## config.mk

```make
export PLATFORM = sky130hd
export DESIGN_NAME = pipeline_hazard_ctrl
export DESIGN_NICKNAME = d
export VERILOG_FILES = /design/src/rtl/pipeline_hazard_ctrl.sv
export SDC_FILE = /design/constraint.sdc
export NUM_CORES = 1
export LEC_CHECK = 0
export ABC_AREA = 1
export CORE_AREA = 5 5 86 88
export DETAILED_ROUTE_END_ITERATION = 12
export DIE_AREA = 0 0 91 93
export PLACE_DENSITY = 0.74
export SLEW_MARGIN = 5
export SYNTH_ARGS = -nofsm -noshare
export SYNTH_HDL_FRONTEND = slang
export SYNTH_SLANG_ARGS = --single-unit
export TNS_END_PERCENT = 1
```

## constraint.sdc

```tcl
create_clock -name clk -period 2.1 [get_ports clk]
set_input_delay 0.315 -clock clk [delete_from_list [all_inputs] [get_ports clk]]
set_output_delay 0.315 -clock clk [all_outputs]
set_load 0.005 [all_outputs]
```

## src/rtl/pipeline_hazard_ctrl.sv

```systemverilog
// Stall/flush sequencer for the 5-stage pipeline: load-use bubbles, branch flushes,
// multi-cycle MDU front-end freeze and syscall halt/resume, plus a stall-cycle counter.
module pipeline_hazard_ctrl #(
  parameter int MDU_LAT = 4,
  parameter int CNT_W   = 32
) (
  input  logic             clk,
  input  logic             rst,
  input  logic [4:0]       id_rs,
  input  logic [4:0]       id_rt,
  input  logic             id_use_rs,
  input  logic             id_use_rt,
  input  logic             id_halt,
  input  logic             ex_memread,
  input  logic [4:0]       ex_rd,
  input  logic             ex_branch,
  input  logic             ex_mdu_start,
  input  logic             resume,
  output logic             pc_stall,
  output logic             ifid_stall,
  output logic             ifid_flush,
  output logic             idex_flush,
  output logic             exmem_flush,
  output logic             halted,
  output logic [CNT_W-1:0] stall_cnt
);

  localparam int CW = (MDU_LAT > 2) ? $clog2(MDU_LAT) : 1;
  localparam logic [CW-1:0] MDU_INIT = CW'(MDU_LAT - 2);

  typedef enum logic [1:0] {
    S_RUN  = 2'd0,
    S_MDU  = 2'd1,
    S_HALT = 2'd2
  } state_t;

  state_t           r_state;
  state_t           w_state_nxt;
  logic [CW-1:0]    r_cnt;
  logic [CW-1:0]    w_cnt_nxt;
  logic [CNT_W-1:0] r_stall_cnt;
  logic             w_load_use;

  assign w_load_use = ex_memread && (ex_rd != 5'd0) &&
                      ((id_use_rs && (id_rs == ex_rd)) || (id_use_rt && (id_rt == ex_rd)));

  always_ff @(posedge clk) begin
    if (rst) begin
      r_state     <= S_RUN;
      r_cnt       <= '0;
      r_stall_cnt <= '0;
    end else begin
      r_state <= w_state_nxt;
      r_cnt   <= w_cnt_nxt;
      if (pc_stall)
        r_stall_cnt <= r_stall_cnt + CNT_W'(1);
    end
  end

  // cnt holds the MDU_BUSY cycles still to come, so the start cycle plus the busy
  // cycles freeze the front end for MDU_LAT-1 cycles in total.
  always_comb begin
    w_state_nxt = r_state;
    w_cnt_nxt   = r_cnt;
    case (r_state)
      S_RUN: begin
        if (ex_mdu_start) begin
          if (MDU_LAT > 2) begin
            w_state_nxt = S_MDU;
            w_cnt_nxt   = MDU_INIT;
          end
        end else if (id_halt && !ex_branch) begin
          w_state_nxt = S_HALT;
        end
      end
      S_MDU: begin
        if (r_cnt <= CW'(1)) begin
          w_state_nxt = S_RUN;
          w_cnt_nxt   = '0;
        end else begin
          w_cnt_nxt = r_cnt - CW'(1);
        end
      end
      S_HALT: begin
        if (resume)
          w_state_nxt = S_RUN;
      end
      default: w_state_nxt = S_RUN;
    endcase
  end

  always_comb begin
    pc_stall    = 1'b0;
    ifid_stall  = 1'b0;
    ifid_flush  = 1'b0;
    idex_flush  = 1'b0;
    exmem_flush = 1'b0;
    if (rst) begin
      ifid_flush  = 1'b1;
      idex_flush  = 1'b1;
      exmem_flush = 1'b1;
    end else begin
      case (r_state)
        S_RUN: begin
          if (ex_branch) begin
            ifid_flush = 1'b1;
            idex_flush = 1'b1;
          end else if (ex_mdu_start) begin
            pc_stall    = 1'b1;
            ifid_stall  = 1'b1;
            exmem_flush = 1'b1;
          end else if (id_halt || w_load_use) begin
            pc_stall   = 1'b1;
            ifid_stall = 1'b1;
            idex_flush = 1'b1;
          end
        end
        S_MDU: begin
          // ID/EX keeps the MDU op in place while EX/MEM receives bubbles
          pc_stall    = 1'b1;
          ifid_stall  = 1'b1;
          exmem_flush = 1'b1;
        end
        S_HALT: begin
          pc_stall   = 1'b1;
          ifid_stall = 1'b1;
          idex_flush = 1'b1;
        end
        default: ;
      endcase
    end
  end

  assign halted    = (r_state == S_HALT);
  assign stall_cnt = r_stall_cnt;

endmodule
```

## After elaboration in Yosys (flattened, before gate mapping)

Index checks and enable logic that the tools add are counted.

| storage, ports and cells | value |
|---|---|
| word-level logic and storage cells | 52 |
| flip-flop bits (word level) | 36 |
| bits of input ports | 24 |
| output and inout bits | 38 |

| operators by class | value |
|---|---|
| magnitude comparators | 1 |
| multiplexer cells | 24 |
| equality and inequality tests | 8 |
| add/sub/neg operators | 2 |
| reductions and logical operators | 14 |

Operators with widths:

| kind | count |
|---|---|
| $add 32x1->32 const B | 1 |
| $mux 1 | 13 |
| $mux 2 | 6 |
| $eq 5x5->1 | 2 |
| $ne 2x2->1 const B | 3 |
| $pmux 1 s2 | 3 |
| $pmux 2 s3 | 1 |
| $logic_and 1x1->1 | 5 |
| $reduce_bool 5->1 | 1 |
| $pmux 2 s2 | 1 |
| $ne 3x3->1 const B | 1 |
| $reduce_and 3->1 | 1 |
| $eq 2x1->1 const B | 1 |
| $eq 2x2->1 const B | 1 |
| $le 2x1->1 const B | 1 |
| $logic_not 2->1 | 1 |
| $logic_or 1x1->1 | 2 |
| $reduce_and 2->1 | 1 |
| $reduce_bool 2->1 | 1 |
| $reduce_or 2->1 | 1 |
| $sub 2x1->2 const B | 1 |
| $logic_not 1->1 | 1 |

## Depth between registers and ports, before layout

| logic depth | value |
|---|---|
| depth in word-level cells | 10 |
| depth in mapped cells | 16 |

## Worst setup path before layout

No wires, ideal clock.

| path | value |
|---|---|
| kind | in2out |
| start | input port ex_rd[3] |
| end | output port pc_stall |
| stages on the path | 14 |
| setup slack | 0.376 ns |
| data arrival time | 1.409 ns |
| path through | inv_1 -> nand2_1 -> nand2_1 -> nor2_1 -> nand3_1 -> nand2_1 -> nand2_1 -> nand3_2 -> nand2_2 -> nand2_4 -> buf_8 -> nand2_1 -> nor2_1 -> buf_4 |

| between the ends | value |
|---|---|
| longest elaborated chain between the ends | 10 |
| elaborated cells between the ends (all ways) | 14 |

RTL lines:

| item | RTL line | RTL |
|---|---|---|
| start: declaration | 15 | `input logic [4:0] ex_rd,` |
| $eq 5x5->1 | 45 | `((id_use_rs && (id_rs == ex_rd)) \|\| (id_use_rt && (id_rt == ex_rd)));` |
| $logic_and 1x1->1 | 45 |  |
| $logic_or 1x1->1 | 45 |  |
| $logic_and 1x1->1 (*) | 44 | `assign w_load_use = ex_memread && (ex_rd != 5'd0) &&` |
| $logic_or 1x1->1 (*) | 112 | `end else if (id_halt \|\| w_load_use) begin` |
| $mux 1 (*) (3 in series) | n/a |  |
| $pmux 1 s2 (*) | n/a |  |
| $mux 1 (*) | n/a |  |
| end: declaration | 19 | `output logic pc_stall,` |

Every way passes the cells marked *; elsewhere a longest branch is shown, timed or not.

## Final worst setup path

| path | value |
|---|---|
| start | input port id_rt[1] |
| end | output port ifid_stall |

| between the ends | value |
|---|---|
| longest elaborated chain between the ends | 10 |

RTL lines:

| item | RTL line | RTL |
|---|---|---|
| start: declaration | 10 | `input logic [4:0] id_rt,` |
| $eq 5x5->1 | 45 |  |
| $logic_and 1x1->1 | 45 |  |
| $logic_or 1x1->1 | 45 |  |
| $logic_and 1x1->1 | 44 |  |
| $logic_or 1x1->1 | 112 |  |
| $mux 1 | 112 |  |
| $mux 1 | 108 | `end else if (ex_mdu_start) begin` |
| $mux 1 | 105 | `if (ex_branch) begin` |
| $pmux 1 s2 | 103 | `case (r_state)` |
| $mux 1 | 98 | `if (rst) begin` |
| end: declaration | 20 | `output logic ifid_stall,` |

Every way passes these cells.

==> flow_summary.ini <==
[timing]
grt_setup_unrepaired = true
hold_viol = 0
slew_headroom = 0.5985
fin_crit_ns = 2.003
timing.hold.ws_ns = 0.4702
setup-violations-final = 0
clock_skew_ns = 0.006100
tightest_slew_ns = 0.5968
max_freq_mhz = 499.3
period_share = 0.9537
drv_slew = 0

[power_and_ir_drop]
leakage_nw = 1.583
p_total_mw = 1.914
power.density_mw_per_mm2 = 576.2
ir_drop_mv = 0.7707

[setup_path]
setup.worst_path.end = ifid_stall
reg2reg_depth = 11
r2r-end = stall_cnt[21]
crit_path_start = id_rt[1]
rrSetupSlack_ns = 0.26
crit_type = input pin to output pin
crit_required_ns = 1.78
cp-start-kind = input pin
critPathMaxFanout = 2
worstPathArrival_ns = 1.69
endpoint_kind = output pin
r2r_start = stall_cnt[0]

[yosys]
synth_area_leaders = dfxtp_1, nand2_1, nor2_1
async_reset_ff_frac = 0
ys_warn_count = 0
synth.net_count = 454
synth_edf_count = 0
ys_top_cells_by_count = nand2_1, nor2_1, inv_1, nand3_1, dfxtp_1
synth_top_area_frac = 0.2933
synth_area_mm2 = 0.002457
yosysMostFrequentCell = nand2_1
synth_top_area_cell = dfxtp_1
synth_area_per_cell_um2 = 5.782
synth_flop_cell = dfxtp_1
seq_area_frac_synth = 0.2933
synth.ff_latch_count = 36
synth_cells = 425
synth.distinct_cells = 27

[status]
outcome = finished clean

[final_layout]
syn_to_final_growth_pct = 35.18
stdcell_area_mm2 = 0.003322
antenna_cells = 0
drive_above_1_share = 0.1098
nNetsFinal = 520

[detailed_routing]
drc = 0
wl_per_cell_um = 11.13
routed_via_density = 4.776
num_vias = 2732
drt-initial-drc-count = 93
drtPass1Iterations = 7
drtAntennaViolNets = 0
wirelength_um = 6366

[grt]
grt_overflow = 0
grt_pass1_wl_um = 10610
first_global_vias = 2575
grt_use_total = 0.1476
grt_start_max_net_pins = 39
antenna_found_initial = 0

[place]
finalWeightedCongestion = 0.8347
placed_cell_area_mm2 = 0.003167
port_buffers = 61
dpl.hpwl_um = 4671

[floorplan]
die_x_um = 91
die_h_um = 93
rows = 30
die_area_mm2 = 0.008463
core-area_mm2 = 0.006569
num_io_pins = 62
start_util = 0.3741

[run]
maxCapViolations = 0

[cts]
cts_tree = built
cts_max_level = 2
clock_latency_ns = 0.29
clk_path_buf_depth = 2
post_cts_buffers = 0
cts-root-buf = clkbuf_8
hold_buffers = 0
clock_sinks = 36
clk_pin_slew_ns = 0.07
cts_buffers = 5

[worst_hold_path]
hp-class = flop to flop
hold_depth = 2
==> cells by family (layout without fill, tap and decap cells) <==
group                    after synthesis  count (layout)  share of synthesized area
buffers and inverters                 90             157                     0.1517
AO/OA/AOI/OAI                         15              15                    0.03361
adder cells (fa/ha/maj)                5               5                    0.02546
flip-flops                            36              36                     0.2933
AND/OR/NAND/NOR                      279             279                     0.4959
==> state kept, by name, summed over array words and instances (netlist names) <==
| name | flops |
|---|---|
| r_cnt | 2 |
| r_state | 2 |
| stall_cnt | 32 |
==> per-stage QoR <==
stage | instances | setup WS, ns | TNS [ns] | utilization
floorplan | 425 | 0.3759 | 0 | -
global placement | 564 | -0.3816 | -4.929 | 0.4821
detailed placement | 564 | -0.4035 | -6.408 | 0.4821
CTS | 572 | 0.002131 | 0 | 0.4943
global route | 572 | -0.02784 | -0.05094 | 0.5057
finish | 572 | 0.09720 | 0 | 0.5057
==> critical path, cell delays in order <==
cell             delay [ns]
clkdlybuf4s50_1        0.48
inv_1                  0.04
nand2_1                0.05
nand2_1                0.05
nor2_1                 0.10
nand3_1                0.08
nand2_1                0.08
nand2_2                0.06
nand3_2                0.06
nand2_2                0.07
nand2_4                0.08
nand2_4                0.05
nor2_4                 0.07
buf_2                  0.11
==> power breakdown <==
part / internal [mW] / switching [mW] / total, mW / leakage (nW)
clock: 0.268 / 0.244 / 0.511 / 0.0455
sequential: 0.719 / 0.0325 / 0.752 / 0.292
combinational: 0.267 / 0.384 / 0.651 / 1.25
total: 1.25 / 0.660 / 1.91 / 1.58
==> worst min-delay path by stage <==
stage | from | endpoint
2_1_floorplan | r_cnt[0] | r_cnt[0]
3_3_place_gp | r_cnt[0] | r_cnt[0]
3_5_place_dp | r_cnt[0] | r_cnt[0]
4_1_cts | r_cnt[0] | r_cnt[0]
5_1_grt | stall_cnt[1] | stall_cnt[1]
6_report | r_cnt[0] | r_cnt[0]
==> layout by cell type, fill, tap and decap left out, types with 2 or more instances in the layout <==
| cell | synthesis | layout |
|---|---|---|
| nand2_1 | 119 | 117 |
| nor2_1 | 76 | 73 |
| inv_1 | 73 | 69 |
| clkdlybuf4s50_1 | 0 | 46 |
| nand3_1 | 40 | 39 |
| dfxtp_1 | 36 | 33 |
| nand4_1 | 14 | 14 |
| nor3_1 | 14 | 14 |
| buf_4 | 2 | 10 |
| inv_2 | 4 | 8 |
| dlymetal6s2s_1 | 0 | 8 |
| a21oi_1 | 7 | 7 |
| clkbuf_8 | 0 | 6 |
| nand3_2 | 4 | 5 |
| nor2_2 | 3 | 4 |
| dlygate4sd2_1 | 0 | 4 |
| nand2_2 | 2 | 3 |
| nor2_4 | 1 | 3 |
| o21ai_0 | 5 | 3 |
| ha_1 | 5 | 3 |
| buf_2 | 4 | 3 |
| dfxtp_2 | 0 | 3 |
| nand2_4 | 1 | 2 |
| clkbuf_1 | 5 | 2 |
==> per-layer routing <==
layer | wire (um) | share of wire | track usage | up-vias
li1 | - | - | - | 1440
met1 | 2837 | 0.45 | 0.1691 | 1220
met2 | 3113 | 0.49 | 0.2656 | 64
met3 | 337 | 0.053 | 0.04103 | 8
met4 | 77 | 0.012 | 0.04401 | 0
met5 | 0 | 0 | 0 | -
==> cell type report <==
class	instances	area (um^2)
Timing Repair Buffer	72	696.9
Fill cell	660	3247
Sequential cell	36	724.4
Multi-Input combinational cell	299	1421
Clock buffer	8	90.09
Tap cell	80	100.1
Inverter	77	289.0
==> repair_timing <==
action | CTS | global route
endpoints found under the setup margin | 5 | 28
cloned | 0 | 0
resized for setup | 24 | 24
pin swaps | 1 | 8
Note: power is estimated with default switching activity, not from simulation.
==> edit 1, RTL diff (config.mk and constraints unchanged) <==
Change the parameter `MDU_LAT` from 4 to 8.
--- a/src/rtl/pipeline_hazard_ctrl.sv
+++ b/src/rtl/pipeline_hazard_ctrl.sv
@@ -2,5 +2,5 @@
 // multi-cycle MDU front-end freeze and syscall halt/resume, plus a stall-cycle counter.
 module pipeline_hazard_ctrl #(
-  parameter int MDU_LAT = 4,
+  parameter int MDU_LAT = 8,
   parameter int CNT_W   = 32
 ) (
Function: changed (a bounded check fails within 4 cycles, from zero or initial values and one cycle with rst high).
==> edit 1 against the unedited design <==
Global-route usage fell by 0.10 points; power fell by 8.9%; area after synthesis grew 6.0%; wire length rose by 1.8%; sequential cell count is 1 higher; worst setup slack better by 0.025 ns; final area up 3.0%; critical endpoint is now idex_flush; largest power group unchanged; clock power decreased by 0.8%; highest routed layer unchanged.
==> edit 1: results (changes against the unedited design) <==
stage	metric	value	unit	change
final_layout	nets	549		was 520
routing	wl_met1	2860	um	was 2840 um
worst_setup_path	crit_path_max_incr_delay	0.37	ns	was 0.48 ns
pwr	ir_drop	0.334	mV	was 0.771 mV
synth	synthCells	452		was 425
status	status	finished, final reports clean		unchanged
routing	wl_met2	3110	um	about the same
sta	slew_headroom	73.7	%	was 59.8%
worst_setup_path	critical-path-top-delay-family	buffers and inverters		was simple AND/OR/NAND/NOR gates
placement	pre_cts_ws	-0.551	ns	was -0.404 ns
min_path	hold_start	r_cnt[2]		was r_cnt[0]
routing	wirelength	6480	um	was 6370 um
worst_setup_path	crit_start	r_state[1]		was id_rt[1]
synth	synth_commonest_cells	nand2_1, inv_1, nor2_1		was nand2_1, nor2_1, inv_1
worst_setup_path	crit_slowest_cell	dfxtp_1		was clkdlybuf4s50_1
routing	met3WireLength	357	um	was 337 um
routing	drt_first_pass_iters	6		was 7
grt	globalRouteTotalUtil	14.7	%	was 14.8%
worst_setup_path	worst-path-max-fanout	5		was 2
worst_setup_path	r2r-end	stall_cnt[28]		was stall_cnt[21]
placement	dp_hpwl	4860	um	was 4670 um
synth	syn-num-nets	483		was 454
placement	placed_cells	591		was 564
grt	grt_pass1_wl	10600	um	about the same
sta	fin_skew	0.00479	ns	was 0.00610 ns
final_layout	drive_gt1_share	8.49	%	was 11.0%
routing	vias_per_cell	4.81		was 4.78
routing	vias	2874		was 2,732
final_layout	fillers	674		was 660
grt	grt_util_met1	16.6	%	was 16.9%
worst_setup_path	endpoint	idex_flush		was ifid_stall
min_path	min_to	r_cnt[2]		was r_cnt[0]
-- edit 1: cell count changes after synthesis, moves of 4 or more --
cell | unedited run | this run
buf_6 | 0 | 4
inv_1 | 73 | 87
nand2_1 | 119 | 128
nor2_1 | 76 | 81
nor3_1 | 14 | 10
o21ai_0 | 5 | 9
-- edit 1: cell type report --
class	count	area [um^2]	area share, %
sequential	37	742	21.7
timing repair buffer	72	699	20.4
clock buffer	7	86.3	2.52
multi-input combinational	312	1460	42.6
inverter	90	338	9.87
tap	80	100	2.93
-- edit 1: logic make-up after synthesis --
family	after synthesis	synth area share [%]
fa+ha+maj	7	3.36
compound gates	17	3.51
flops	37	28.4
buf+inv	103	16.7
simple gates	288	48.0
-- edit 1: report_power, final --
part / internal, mW / switching [mW]
Combinational: 0.200 / 0.280
Clock: 0.261 / 0.246
Sequential: 0.730 / 0.0270
-- edit 1: timing repair --
item                       4_1_cts  5_1_grt
resized for setup               23       17
setup buffers                    1        0
setup endpoints to repair        4       34
pin swaps                        3       16
==> edit 2, RTL diff (same flow settings) <==
Made on the original files. Put one more register stage on the output `stall_cnt`, with the module's reset. The value now appears one clock later. The other outputs are not delayed to match.
--- a/src/rtl/pipeline_hazard_ctrl.sv
+++ b/src/rtl/pipeline_hazard_ctrl.sv
@@ -133,5 +133,11 @@
 
   assign halted    = (r_state == S_HALT);
-  assign stall_cnt = r_stall_cnt;
+  always_ff @(posedge clk) begin
+    if (rst) begin
+      stall_cnt <= '0;
+    end else begin
+      stall_cnt <= r_stall_cnt;
+    end
+  end
 
 endmodule
Formal check against the unedited RTL: not equivalent (a bounded check fails within 4 cycles, from zero or initial values and one cycle with rst high).
==> edit 2 against the unedited design <==
Worst setup slack worse by 0.018 ns; power up 57%; final area up 29%; cell count grew 14%; wire length is 18% higher; core utilization rose by 14 points; area after synthesis rose by 37%; sequential cell count increased by 32; critical path type is now register to output port; critical endpoint is now exmem_flush; largest power group unchanged.
==> edit 2: results (changes against the unedited design) <==
stage	metric	value	unit	change
status	status	finished, final reports clean		unchanged
placement	dp_hpwl	5350	um	was 4670 um
sta	fin_skew	0.00560	ns	was 0.00610 ns
placement	port-buffer-count	61		unchanged
pwr	power.leakage	2.01	nW	was 1.58 nW
worst_setup_path	endpoint	exmem_flush		was ifid_stall
worst_setup_path	r2r-end	r_stall_cnt[30]		was stall_cnt[21]
synth	seq_area_frac_synth	40.4	%	was 29.3%
cts	h-tree-depth	3		was 2
synth	syn_avg_cell_area	6.70	um^2	was 5.78 um^2
final_layout	reg_top3	r_stall_cnt: 32 flops, stall_cnt: 32 flops		
placement	place.gp.congestion	0.867		was 0.835
placement	placed_cells	639		was 564
final_layout	nets	599		was 520
final_layout	diodes	0		unchanged
pwr	p_sw	876	uW	was 660 uW
worst_setup_path	crit_start	r_state[0]		was id_rt[1]
grt	grt_max_degree	36		was 39
grt	antenna_found_initial	0		unchanged
synth	synth.area.top_cells	dfxtp_1, nand2_1, nor2_1		unchanged
final_layout	final_cells	654		was 572
min_path	min_path_type	register to register		unchanged
synth	syn-num-nets	531		was 454
worst_setup_path	r2r_cells	13		was 11
worst_setup_path	rr_startpoint	r_stall_cnt[1]		was stall_cnt[0]
sta	worst_pin_slew	0.430	ns	was 0.597 ns
cts	cts_root_buf	clkbuf_8		unchanged
synth	yosysWarnings	0		unchanged
grt	grt_pass1_wl	12600	um	was 10,600 um
worst_setup_path	ff2ff_setup_slack	0.28	ns	was 0.26 ns
cts	clk_transition_reported_paths	0.07	ns	about the same
routing	vias	3132		was 2,732
worst_setup_path	worst-path-max-fanout	4		was 2
routing	antenna_left	0		unchanged
synth	synth_commonest_cells	nand2_1, nor2_1, inv_1		unchanged
cts	numCtsBuffers	9		was 5
final_layout	drive_gt1_share	13.8	%	was 11.0%
pwr	ir_drop	0.536	mV	was 0.771 mV
routing	drt_first_pass_iters	5		was 7
synth	yosys_most_used_dff	dfxtp_1		unchanged
cts	postCtsSetupBuffers	0		unchanged
synth	postSynth.asyncResetShare	0	%	unchanged
cts	cts.path.max_buffers	2		unchanged
grt	globalRouteTotalUtil	18.1	%	was 14.8%
grt	grt_pass1_vias	2890		was 2,575
min_path	hold_start	r_stall_cnt[31]		was r_cnt[0]
routing	wire_per_inst	11.5	um	was 11.1 um
synth	yosysUniqueCellTypes	29		was 27
cts	clk_latency	0.34	ns	was 0.29 ns
routing	initialDrtViolationCount	213		was 93
-- edit 2: worst min-delay path by stage --
stage | endpoint | slack, ns | cells after the start
6_report | stall_cnt[31] | 0.46 | 2
5_1_grt | stall_cnt[31] | 0.49 | 2
4_1_cts | stall_cnt[31] | 0.46 | 2
3_3_place_gp | stall_cnt[31] | 0.44 | 2
2_1_floorplan | stall_cnt[31] | 0.42 | 2
3_5_place_dp | stall_cnt[31] | 0.45 | 2
-- edit 2: layout make-up --
type / count / area (um^2)
clock buffer: 14 / 183
clock inverter: 1 / 5.00
fill: 537 / 2300
inverter: 82 / 308
multi-input combinational: 338 / 1630
sequential: 68 / 1360
tap: 80 / 100
timing repair buffer: 71 / 688
-- edit 2: stage by stage --
step / worst slack, ns / area [um^2]
final: 0.0792 / 4270
after global routing: -0.0108 / 4270
after CTS: -0.0368 / 4250
after detailed placement: -0.433 / 4060
after global placement: -0.383 / 4060
after floorplan: 0.480 / 3370
-- edit 2: critical path, stage by stage, from the launching register on --
cell	delay, ns
dfxtp_1	0.32
buf_4	0.14
ha_2	0.19
or2_2	0.30
o21bai_1	0.15
dlygate4sd2_1	0.27
-- edit 2: power groups by stage --
| stage | Combinational, mW | Clock, mW | Sequential [mW] |
|---|---|---|---|
| finish | 0.628 | 1.01 | 1.37 |
| detailed placement | 0.637 | 0 | 1.39 |
| global route | 0.695 | 1.10 | 1.37 |
| global placement | 0.633 | 0 | 1.39 |
| CTS | 0.633 | 1.03 | 1.36 |
| floorplan | 0.453 | 0 | 1.39 |
-- edit 2: repair_timing --
| item | CTS | global route |
|---|---|---|
| endpoints found under the setup margin | 5 | 19 |
| resized for setup | 17 | 20 |
| endpoints found under the hold margin | 0 | 0 |
| pin swaps | 0 | 5 |
-- edit 2: cells by family after synthesis --
logic type | Yosys count | synth area share (%)
AOI/OAI and AO/OA | 15 | 2.42
buffers and inverters | 96 | 12.0
DFF | 68 | 40.4
and+or+nand+nor | 318 | 43.3
adders and majority gates | 5 | 1.86
-- edit 2: metal layers --
| layer | track usage [%] | up-vias | wire [um] |
|---|---|---|---|
| met2 | 31.1 | 70 | 3670 |
| met1 | 21.7 | 1401 | 3380 |
| met4 | 7.33 | 0 | 112 |
| met3 | 4.10 | 9 | 351 |
| met5 | 0 | - | 0 |
| li1 | - | 1652 | - |
